===== src/rtl/regfile_wb_arbiter_if.sv =====
// Writeback bus between the two result producers and the register-file write port.
// The slave modport is the arbiter; the master modport is the environment side.
interface regfile_wb_arbiter_if #(
    parameter int DEPTH = 2
);
    logic                      a_valid;
    logic [4:0]                a_rd;
    logic [31:0]               a_data;
    logic                      a_stall;

    logic                      b_valid;
    logic                      b_ready;
    logic [4:0]                b_rd;
    logic [31:0]               b_data;

    logic                      rf_we;
    logic [4:0]                rf_waddr;
    logic [31:0]               rf_wdata;

    logic [31:0]               pending;
    logic [$clog2(DEPTH):0]    fifo_count;

    modport slave (
        input  a_valid, a_rd, a_data, b_valid, b_rd, b_data,
        output a_stall, b_ready, rf_we, rf_waddr, rf_wdata, pending, fifo_count
    );

    modport master (
        output a_valid, a_rd, a_data, b_valid, b_rd, b_data,
        input  a_stall, b_ready, rf_we, rf_waddr, rf_wdata, pending, fifo_count
    );
endinterface


===== src/rtl/regfile_wb_arbiter.sv =====
// Register-file writeback arbiter: ALU results (A) have priority, load results (B)
// are buffered in a small FIFO whose head forces its way in after STARVE_LIMIT
// consecutive losses. Publishes a bitmap of registers with buffered writes.
module regfile_wb_arbiter #(
    parameter int DEPTH        = 2,   // power of two, >= 2
    parameter int STARVE_LIMIT = 3    // >= 1
) (
    input  logic                 clk,
    input  logic                 rst_n,
    regfile_wb_arbiter_if.slave  bus
);
    localparam int AW = $clog2(DEPTH);
    localparam int CW = AW + 1;
    localparam int SW = (STARVE_LIMIT < 1) ? 1 : $clog2(STARVE_LIMIT + 1);

    logic [4:0]    r_mem_rd   [DEPTH];
    logic [31:0]   r_mem_data [DEPTH];
    logic [AW-1:0] r_wptr;
    logic [AW-1:0] r_rptr;
    logic [CW-1:0] r_count;
    logic [SW-1:0] r_starve;
    logic          r_rf_we;
    logic [4:0]    r_rf_waddr;
    logic [31:0]   r_rf_wdata;

    logic          w_a_req;
    logic          w_head;
    logic          w_force;
    logic          w_issue_a;
    logic          w_pop;
    logic          w_b_ready;
    logic          w_push;
    logic [AW-1:0] w_slot_off;
    logic [31:0]   w_pending;

    // Issue selection: A wins unless the FIFO head has already lost STARVE_LIMIT times.
    always_comb begin
        w_a_req   = bus.a_valid && (bus.a_rd != 5'd0);
        w_head    = (r_count != '0);
        w_force   = w_head && (r_starve == SW'(STARVE_LIMIT));
        w_issue_a = w_a_req && !w_force;
        w_pop     = w_head && !w_issue_a;
        w_b_ready = (r_count != CW'(DEPTH));
        w_push    = bus.b_valid && w_b_ready && (bus.b_rd != 5'd0);
    end

    // Pending bitmap: one bit per destination of every occupied FIFO slot.
    always_comb begin
        w_pending  = '0;
        w_slot_off = '0;
        for (int unsigned i = 0; i < DEPTH; i++) begin
            w_slot_off = AW'(i) - r_rptr;
            if ({1'b0, w_slot_off} < r_count) begin
                w_pending[r_mem_rd[i]] = 1'b1;
            end
        end
        w_pending[0] = 1'b0;
    end

    // FIFO storage; contents are only meaningful inside the occupied window.
    always_ff @(posedge clk) begin
        if (w_push) begin
            r_mem_rd[r_wptr]   <= bus.b_rd;
            r_mem_data[r_wptr] <= bus.b_data;
        end
    end

    // FIFO pointers, occupancy and head starvation counter.
    always_ff @(posedge clk or negedge rst_n) begin
        if (!rst_n) begin
            r_wptr   <= '0;
            r_rptr   <= '0;
            r_count  <= '0;
            r_starve <= '0;
        end else begin
            if (w_push) r_wptr <= r_wptr + AW'(1);
            if (w_pop)  r_rptr <= r_rptr + AW'(1);
            case ({w_push, w_pop})
                2'b10:   r_count <= r_count + CW'(1);
                2'b01:   r_count <= r_count - CW'(1);
                default: r_count <= r_count;
            endcase
            if (w_pop || !w_head) begin
                r_starve <= '0;
            end else if (w_issue_a && (r_starve != SW'(STARVE_LIMIT))) begin
                r_starve <= r_starve + SW'(1);
            end
        end
    end

    // Registered write port; address/data hold when nothing is issued.
    always_ff @(posedge clk or negedge rst_n) begin
        if (!rst_n) begin
            r_rf_we    <= 1'b0;
            r_rf_waddr <= '0;
            r_rf_wdata <= '0;
        end else begin
            r_rf_we <= w_issue_a || w_pop;
            if (w_issue_a) begin
                r_rf_waddr <= bus.a_rd;
                r_rf_wdata <= bus.a_data;
            end else if (w_pop) begin
                r_rf_waddr <= r_mem_rd[r_rptr];
                r_rf_wdata <= r_mem_data[r_rptr];
            end
        end
    end

    assign bus.a_stall    = w_a_req && w_force;
    assign bus.b_ready    = w_b_ready;
    assign bus.rf_we      = r_rf_we;
    assign bus.rf_waddr   = r_rf_waddr;
    assign bus.rf_wdata   = r_rf_wdata;
    assign bus.pending    = w_pending;
    assign bus.fifo_count = r_count;
endmodule


===== src/flat_wrapper.sv =====
// flat-port wrapper written by rule: the top's interface ports become plain ports
module regfile_wb_arbiter_flat 
#(
    parameter int DEPTH        = 2,                        
    parameter int STARVE_LIMIT = 3           
)
  (clk, rst_n, bus_a_valid, bus_a_rd, bus_a_data, bus_b_valid, bus_b_rd, bus_b_data, bus_a_stall, bus_b_ready, bus_rf_we, bus_rf_waddr, bus_rf_wdata, bus_pending, bus_fifo_count);
  regfile_wb_arbiter_if #(.DEPTH(DEPTH)) bus_i ();
  input  logic clk;
  input  logic rst_n;
  input wire logic [$bits(bus_i.a_valid)-1:0] bus_a_valid;
  input wire logic [$bits(bus_i.a_rd)-1:0] bus_a_rd;
  input wire logic [$bits(bus_i.a_data)-1:0] bus_a_data;
  input wire logic [$bits(bus_i.b_valid)-1:0] bus_b_valid;
  input wire logic [$bits(bus_i.b_rd)-1:0] bus_b_rd;
  input wire logic [$bits(bus_i.b_data)-1:0] bus_b_data;
  output wire logic [$bits(bus_i.a_stall)-1:0] bus_a_stall;
  output wire logic [$bits(bus_i.b_ready)-1:0] bus_b_ready;
  output wire logic [$bits(bus_i.rf_we)-1:0] bus_rf_we;
  output wire logic [$bits(bus_i.rf_waddr)-1:0] bus_rf_waddr;
  output wire logic [$bits(bus_i.rf_wdata)-1:0] bus_rf_wdata;
  output wire logic [$bits(bus_i.pending)-1:0] bus_pending;
  output wire logic [$bits(bus_i.fifo_count)-1:0] bus_fifo_count;
  assign bus_i.a_valid = bus_a_valid;
  assign bus_i.a_rd = bus_a_rd;
  assign bus_i.a_data = bus_a_data;
  assign bus_i.b_valid = bus_b_valid;
  assign bus_i.b_rd = bus_b_rd;
  assign bus_i.b_data = bus_b_data;
  assign bus_a_stall = bus_i.a_stall;
  assign bus_b_ready = bus_i.b_ready;
  assign bus_rf_we = bus_i.rf_we;
  assign bus_rf_waddr = bus_i.rf_waddr;
  assign bus_rf_wdata = bus_i.rf_wdata;
  assign bus_pending = bus_i.pending;
  assign bus_fifo_count = bus_i.fifo_count;
  regfile_wb_arbiter #(.DEPTH(DEPTH), .STARVE_LIMIT(STARVE_LIMIT)) u_core (.clk(clk), .rst_n(rst_n), .bus(bus_i));
endmodule

===== config.mk =====
export PLATFORM = sky130hd
export DESIGN_NAME = regfile_wb_arbiter_flat
export DESIGN_NICKNAME = d
export VERILOG_FILES = /design/src/rtl/regfile_wb_arbiter_if.sv /design/src/rtl/regfile_wb_arbiter.sv /design/src/flat_wrapper.sv
export SDC_FILE = /design/constraint.sdc
export NUM_CORES = 1
export LEC_CHECK = 0
export ABC_AREA = 1
export ABC_CLOCK_PERIOD_IN_PS = 3800
export CELL_PAD_IN_SITES_DETAIL_PLACEMENT = 1
export CELL_PAD_IN_SITES_GLOBAL_PLACEMENT = 2
export CORE_UTILIZATION = 29
export CTS_CLUSTER_DIAMETER = 150
export DETAILED_ROUTE_END_ITERATION = 8
export HOLD_SLACK_MARGIN = 0.12
export PLACE_DENSITY = 0.88
export SKIP_CTS_REPAIR_TIMING = 1
export SYNTH_ARGS = -nofsm -noshare
export SYNTH_HDL_FRONTEND = slang
export SYNTH_SLANG_ARGS = --single-unit

===== constraint.sdc =====
create_clock -name clk -period 3.8 [get_ports clk]
set_input_delay 0.57 -clock clk [delete_from_list [all_inputs] [get_ports clk]]
set_output_delay 0.57 -clock clk [all_outputs]
set_load 0.01 [all_outputs]

# After elaboration in Yosys (flattened, before gate mapping)
# Memory sizes are Yosys's and may differ from the RTL's.
# Index checks and enable logic that the tools add are counted.
# classes
n_reduce_logical	21
n_lt_le_gt_ge	6
muxes	15
add_sub_neg	7
n_eq_ne	5
bitwise	1
# ops
cell	count
2-to-1 mux 32 bit	4
bitwise OR 32 bit	1
< comparator 5 x 6 -> 1 bit, second input constant	2
demux 1 bit (select 5 bit)	2
greater-or-equal comparator 5 x 1 -> 1 bit, second input constant	2
logical AND 1 bit	10
2-to-1 mux 5 bit	2
nonzero test 5 bit	2
nonzero test 2 bit	4
adder 2 x 1 -> 2 bit, second input constant	2
== test 2 bit, second input constant	2
< comparator 1 x 2 -> 1 bit	2
2-to-1 mux 1 bit	4
2-to-1 mux 2 bit	2
inequality test 2 bit, second input constant	2
one-hot mux 2 bit (2 select lines)	1
logical NOT 1 bit	3
adder 1 bit, second input constant	2
== test 2 x 1 -> 1 bit, second input constant	1
logical OR 1 bit	2
subtractor 1 bit, first input constant	2
subtractor 2 x 1 -> 2 bit, second input constant	1
# word_totals
in_bits	78
out_inout_bits	74
memories	2
ff_bits	44
ram_bits	74
word_cells	64
# memory_table
memory	words	word_bits	read_ports	rd_clocked_by_memory_dff	wr	line	rtl
u_core.r_mem_data	2	32	1	0	1	regfile_wb_arbiter.sv:17	logic [31:0] r_mem_data [DEPTH];
u_core.r_mem_rd	2	5	3	0	1	regfile_wb_arbiter.sv:16	logic [4:0] r_mem_rd [DEPTH];

# Depth between registers and ports, before layout
# logic_depth
word_depth	8
mapped_depth	10
mapped_depth_nobuf	10

# Worst setup path after synthesis
# No wires, ideal clock.
# synth_path
path_kind	input-to-reg
startpoint	input bus_b_valid
endpoint	memory u_core.r_mem_data[1][0], enable pin
t_required_ns	3.367
n_path_buf	0
t_arrival_ns	2.495
setup_time_ns	0.433
stages	3
setup_slack_ns	0.872
path_cell_list	a21boi_0 -> nand2_1 -> nor2_1
# synth_between
elab_chain_len	4
# synth_rtl
element	line	rtl
from (decl)	flat_wrapper.sv:14	input wire logic [$bits(bus_i.b_valid)-1:0] bus_b_valid;
logical AND 1 bit (2 in a row)	regfile_wb_arbiter.sv:44	w_push = bus.b_valid && w_b_ready && (bus.b_rd != 5'd0);
2-to-1 mux 1 bit	regfile_wb_arbiter.sv:62	if (w_push) begin
2-to-1 mux 1 bit (implied by the code)	regfile_wb_arbiter.sv:64	r_mem_data[r_wptr] <= bus.b_data;
to (decl)	regfile_wb_arbiter.sv:17	
# No other way between the ends.

# Worst setup path in the final report
# layout_path
startpoint	register u_core.r_count[0] (netlist: u_core.bus.fifo_count[0])
endpoint	output bus_a_stall
# layout_between
elab_chain_len	3
# layout_rtl
element	line	rtl
from (decl)	regfile_wb_arbiter.sv:20	logic [CW-1:0] r_count;
from (signal assigned)	regfile_wb_arbiter.sv:79	2'b10: r_count <= r_count + CW'(1);
from (signal assigned)	regfile_wb_arbiter.sv:80	2'b01: r_count <= r_count - CW'(1);
from (signal assigned)	regfile_wb_arbiter.sv:81	default: r_count <= r_count;
nonzero test 2 bit	regfile_wb_arbiter.sv:39	w_head = (r_count != '0);
logical AND 1 bit	regfile_wb_arbiter.sv:40	w_force = w_head && (r_starve == SW'(STARVE_LIMIT));
logical AND 1 bit	regfile_wb_arbiter.sv:109	assign bus.a_stall = w_a_req && w_force;
to (decl)	flat_wrapper.sv:17	output wire logic [$bits(bus_i.a_stall)-1:0] bus_a_stall;
# No other way between the ends.

==> out/results.tsv <==
stage	metric	value	unit
worst_hold_path	HP Class	in -> async	
cells_and_area	post-route cell area	7700	um2
worst_setup_path	CP Class	reg -> out	
logic_synthesis	Synth Area in Adders	0.467	%
clock_tree	TritonCTS clock tree	built	
die	core area	18000	um2
clock_tree	TritonCTS Buffers	17	
routing	Final ANT Viol Nets	0	
grt	initial antenna violation count	0	
sta	actual slew at the worst max-slew pin	1.08	ns
routing	Detailed Routing Iterations Pass 1	4	
logic_synthesis	Synth area leader	edfxtp_1	
clock_tree	Clock Latency Late Sink	0.42	ns
cells_and_area	Nets	768	
worst_setup_path	CP Max Fanout	39	
sta	period utilization	79.2	%
grt	Total GRT Usage	18.9	%
logic_synthesis	Mapped Area	5360	um2
worst_setup_path	FF-to-FF setup slack	1.25	ns
clock_tree	clock sinks	118	
logic_synthesis	asr flop ratio synth	37.3	%
place	port bufs	150	
die	num rows	49	
logic_synthesis	most frequent cells after synthesis	140 x nand2_1, 125 x nand3_1, 74 x edfxtp_1, 44 x dfrtp_1, 37 x nand4_1	
sta	unrepaired setup endpoints after global routing	no	
logic_synthesis	Compound-Gate Fraction of Synth Area	4.11	%
worst_setup_path	Crit. End Element	output pin	
grt	first-pass GRT wire length	26700	um
routing	Via density	5.17	
sta	Fin. Hold Viols	0	
place	gpl congestion	0.800	
worst_setup_path	crit start category	register	
routing	Detailed Route Iter0 Violations	224	
worst_setup_path	Arr. time, crit path	2.44	ns
run	MaxCap Viol Count	0	
logic_synthesis	Yosys cell types	28	
routing	drt total wl	17000	um
die	chip width	138	um
clock_tree	Clock Path Buffers	2	
place	placed cell area	7080	um2
logic_synthesis	post-synthesis sequential area ratio	62.0	%
logic_synthesis	Synth Net Count	626	
logic_synthesis	mux contribution to synthesized area	0	%
power_and_ir_drop	peak supply drop	0.280	mV
cells_and_area	Cell Count, Final, Fillers Out	931	
die	Die Ht	138	um
routing	DRC Markers	0	
cells_and_area	Fill cells	2024	
logic_synthesis	largest cells by area after synthesis	edfxtp_1 41%, dfrtp_1 21%, nand3_1 12%	
sta	Fin Setup TNS	0	ns
sta	FMAX	332	MHz
logic_synthesis	post-synth top area share	41.4	%
logic_synthesis	simple-gate portion of the synthesized area	28.5	%
grt	Remaining Overflow, GRT	0	
cells_and_area	Syn-to-layout area delta	43.5	%
routing	DR WL/cell	18.3	um
power_and_ir_drop	power per cell area	719	nW/um2
logic_synthesis	ys flop type	edfxtp_1	
grt	vias in the first global route	5027	
outcome	status	completed	
place	DP HPWL	11700	um
sta	worst clock skew	0.00565	ns
worst_setup_path	worst path required time	3.23	ns
logic_synthesis	number of synthesized flops with an enable pin	74	
die	Die ar.	19000	um2
clock_tree	clock-pin slew of the registers on the worst-case setup and hold paths	0.05	ns
logic_synthesis	Yosys reg bits	118	
logic_synthesis	Post-Synth XOR/XNOR Area	0.327	%
logic_synthesis	Synth Instances	546	
sta	crit path time final	3.01	ns
sta	Slew Limit Headroom	27.9	%
power_and_ir_drop	Final Power	5.53	mW
sta	worst hold slack	0.353	ns
clock_tree	Root Buffer	clkbuf_16	
cells_and_area	layout cells sized above 1	7.99	%
die	initial core utilization	29.7	%
logic_synthesis	largest family of logic cells by synthesized area	simple AND/OR/NAND/NOR gates	
clock_tree	H-tree depth	4	
logic_synthesis	most frequent cell after synthesis	nand2_1	
die	I/O pin cnt	152	
logic_synthesis	Ys Warns	0	
power_and_ir_drop	Pleak	2.98	nW
place	placed cell count	898	
routing	vias post-DR	4810	
sta	Final Slew Violations	0	
grt	largest net degree at the start of global routing	45	
sta	# setup viols final	0	
logic_synthesis	syn_area_per_cell	9.82	um2
-- worst max-delay path: stages (launching register included) --
cell and delay, ns:
dfrtp_1 0.48, inv_2 0.10, nand2_2 0.10, nand2_2 0.48, nor2_1 0.28, clkdlybuf4s50_1 0.58
-- final timing paths --
path / from / end / cells after the start
setup / recovery: u_core.bus.fifo_count[0] / bus_a_stall / 5
hold / removal: rst_n / u_core.bus.rf_wdata[20] / 1
setup reg to reg: u_core.bus.fifo_count[0] / u_core.bus.fifo_count[1] / 10
hold reg to reg: u_core.r_starve[0] / u_core.r_starve[0] / 1
max in group asynchronous: rst_n / u_core.r_rptr / 1
min in group clk: u_core.r_starve[0] / u_core.r_starve[0] / 1
-- cells by family (layout without fill, tap and decap cells) --
logic type      Yosys count  in the layout
fa+ha+maj                 2              2
other cells               1              2
xor+xnor                  2              2
compound gates           42             42
buf+inv                  54            209
flops                   118            118
simple gates            327            327
-- flip-flops by register name (all words and copies together), names as in the netlist --
name and flops:
u_core.bus.rf_waddr 5, u_core.bus.rf_we 1, u_core.r_wptr 1, u_core.bus.rf_wdata 32
u_core.r_starve 2, u_core.r_mem_data 64, u_core.r_rptr 1, u_core.r_mem_rd 10
u_core.bus.fifo_count 2
-- final cells by class --
| class | instances | area, um2 | area share, % |
|---|---|---|---|
| multi-input combinational | 374 | 1820 | 23.6 |
| clock inverter | 15 | 186 | 2.42 |
| antenna | 1 | 2.50 | 0.0325 |
| tap | 229 | 287 | 3.72 |
| sequential | 118 | 3320 | 43.2 |
| timing repair buffer | 160 | 1590 | 20.7 |
| inverter | 17 | 63.8 | 0.829 |
| clock buffer | 17 | 425 | 5.53 |
-- power breakdown --
group          switching, mW  internal, mW
clock network          0.567          1.08
registers              0.203          1.77
logic                   1.13         0.781
total                   1.90          3.64
-- routing by layer --
metal / share of wire (%) / GRT usage [%] / routed length, um
met2: 52 / 32.7 / 8770
met4: 2.0 / 8.76 / 343
met5: 0 / 0 / 0
met1: 42 / 22.6 / 7150
met3: 4.3 / 3.62 / 731
-- through the flow --
step	util, %	worst slack (ns)
2_1_floorplan	-	0.872
3_3_place_gp	39.3	1.09
3_5_place_dp	39.3	1.00
4_1_cts	42.7	0.756
5_1_grt	42.7	0.606
6_report	42.7	0.791
-- cell usage in the layout, fill, tap and decap left out, types with 3 or more instances in the layout --
master | Yosys | final
clkbuf_16 | 0 | 17
dfrtp_1 | 44 | 43
o21ai_1 | 7 | 7
nor2_1 | 7 | 5
nor3_1 | 10 | 10
buf_4 | 3 | 8
edfxtp_1 | 74 | 74
clkinvlp_4 | 0 | 5
inv_2 | 3 | 3
nand4_1 | 37 | 37
nand2_1 | 140 | 140
o21ai_0 | 30 | 30
clkdlybuf4s50_1 | 0 | 148
clkinv_1 | 0 | 4
nand3_1 | 125 | 124
bufinv_16 | 0 | 4
inv_1 | 14 | 14
nor3_2 | 4 | 4
(Power assumes the default switching activity.)
==> patch (same flow settings) <==
Reset style: synchronous (`rst_n`), changed in 2 clocked blocks.
--- a/src/rtl/regfile_wb_arbiter.sv
+++ b/src/rtl/regfile_wb_arbiter.sv
@@ -68,3 +68,3 @@
     // FIFO pointers, occupancy and head starvation counter.
-    always_ff @(posedge clk or negedge rst_n) begin
+    always_ff @(posedge clk) begin
         if (!rst_n) begin
@@ -91,3 +91,3 @@
     // Registered write port; address/data hold when nothing is issued.
-    always_ff @(posedge clk or negedge rst_n) begin
+    always_ff @(posedge clk) begin
         if (!rst_n) begin
Formal check against the unedited RTL: differs if rst_n is asserted again (counterexample within 4 cycles, from zero or initial values and one cycle with rst_n low); with rst_n held inactive, the same outputs for 4 cycles.
==> patch against the original RTL <==
Worst setup slack worse by 0.23 ns; final area is 1.6% lower; total power is 21% lower; clock power is 13% lower; fmax is 7.0% lower; highest routed layer unchanged; global-route usage is 0.29 points lower; non-clock buffer count stayed put; sequential power is 12% lower; cell count is 1.8% higher; critical endpoint is now bus_pending[4]; count of clock-buffer cells in the layout is 10 higher; synthesized area is 0.40% lower; routed wire length is 0.92% higher; sequential cell count is 1 higher; via count is 3.8% lower.
==> patch: results (changes against the original RTL) <==
outcome complete, no violations; number of global-route vias before repair 4,991 (-0.72%); initial DRC count 194 (-13%); Post-Syn Area per Cell 9.52 sq um (-3.1%); Hold Crit Class reg2reg; buffers added on ports 150 (unchanged); first-pass GRT wire length 26,300 um (-1.7%); post-synthesis compound-gate area fraction 4.26% (+0.16 points); WP data arrival 2.67 ns (+0.23 ns); Peak VDD IR 336 uV (+20%); leading post-synthesis cells by cell area edfxtp_1 (42%), dfxtp_1 (17%), nor2_1 (8.4%); syn_nets 641 (+2.4%); via count 4,625 (-3.8%); Least-Margin Pin Slew 1.24 ns (+0.158 ns); largest net degree at the start of global routing 42 (-6.7%); skew final 0.0111 ns (+0.00548 ns); DRT Pass-1 Iters 5 (+1); nets@finish 786 (+2.3%); Seq/Total Area, Yosys 58.5% (-3.5 points); Placed Cells 916 (+2.0%); Total Routing Usage GR 18.6% (-0.29 points); count of cell types in the netlist 27 (-3.6%); peak fanout along the critical path 7 (-82%); Post-Route WL 17,100 um (+0.92%); Critical Path Max Stage Delay 0.76 ns (+0.18 ns); gpl congestion 0.858 (+7.3%); n_diodes 0 (-1); DP Wirelength 11,800 um (+0.46%); async set-or-reset flop fraction in the synthesized netlist 0% (-37 points); share of layout cells above drive strength 1 7.51% (-0.48 points); # fillers 2,062 (+1.9%); Slowest cell on crit path nor3_1; max reg flops 64 (unchanged); Post-synth top cells nor2_1 (120), nand2_1 (75), edfxtp_1 (74), nand3_1 (50), dfxtp_1 (45); placed standard-cell area 7050 sq um (-0.41%); fin cells 948 (+1.8%); Adder-Cell Fraction of Synth Area 0.469% (+0.0019 points)
==> patch: changes by cell type after synthesis, sizes merged, moves of 33 or more <==
cell   delta
nand3    -75
mux2i    +33
dfrtp    -44
dfxtp    +45
nor2    +123
nand2    -64
==> patch: power breakdown <==
| part | leakage, nW | internal, W | switching (W) |
|---|---|---|---|
| Clock | 0.255 | 0.000910 | 0.000531 |
| Combinational | 1.48 | 0.000494 | 0.000687 |
| Sequential | 1.06 | 0.00159 | 0.000166 |
| Total | 2.80 | 0.00299 | 0.00138 |
==> patch: per-layer routing <==
metal | global-route usage, % | vias up | routed length (um)
li1 | - | 2229 | -
met1 | 22.3 | 2245 | 7400
met2 | 32.5 | 136 | 8540
met3 | 3.90 | 15 | 1010
met4 | 7.31 | 0 | 195
met5 | 0 | - | 0
==> patch: kinds of logic (layout without fill, tap and decap cells) <==
| family | after synthesis | in the layout |
|---|---|---|
| other | 1 | 1 |
| xor gates and xnor gates | 1 | 1 |
| adders and majority gates | 2 | 2 |
| DFF | 119 | 119 |
| buffers and inverters | 52 | 210 |
| AOI/OAI and AO/OA | 45 | 45 |
| and+or+nand+nor | 308 | 308 |
| muxes | 33 | 33 |
==> patch: layout make-up <==
cell class,count,area share (%)
sequential,119,41.2
multi-input combinational,390,26.3
tap,229,3.78
clock inverter,5,0.644
timing repair buffer,160,20.9
inverter,18,0.892
clock buffer,27,6.24
==> patch: final timing paths <==
kind / cells after the start / to / slack [ns] / start
setup / recovery: 5 / bus_pending[4] / 0.56 / u_core.bus.fifo_count[0]$_SDFFE_PN0P_
hold / removal: 1 / u_core.r_starve[0]$_SDFFE_PP0P_ / 0.42 / u_core.r_starve[0]$_SDFFE_PP0P_
setup reg to reg: 5 / u_core.r_mem_data[1][19]$_DFFE_PP_ / 1.60 / u_core.bus.fifo_count[0]$_SDFFE_PN0P_
hold reg to reg: 1 / u_core.r_starve[0]$_SDFFE_PP0P_ / 0.42 / u_core.r_starve[0]$_SDFFE_PP0P_
==> patch: worst reg2reg max path, delay by kind of cell, from the launching register on <==
family                 cells  cell delay, ns
AND/OR/NAND/NOR            2            0.75
AO/OA/AOI/OAI              1            0.28
flip-flops                 1            0.46
buffers and inverters      2            0.37
==> patch: metrics by stage <==
stage          setup slack [ns]  utilization, %
3_5_place_dp              0.890            39.1
3_3_place_gp               1.02            39.1
5_1_grt                   0.371            42.0
6_report                  0.565            42.0
4_1_cts                   0.587            42.0
2_1_floorplan             0.873               -
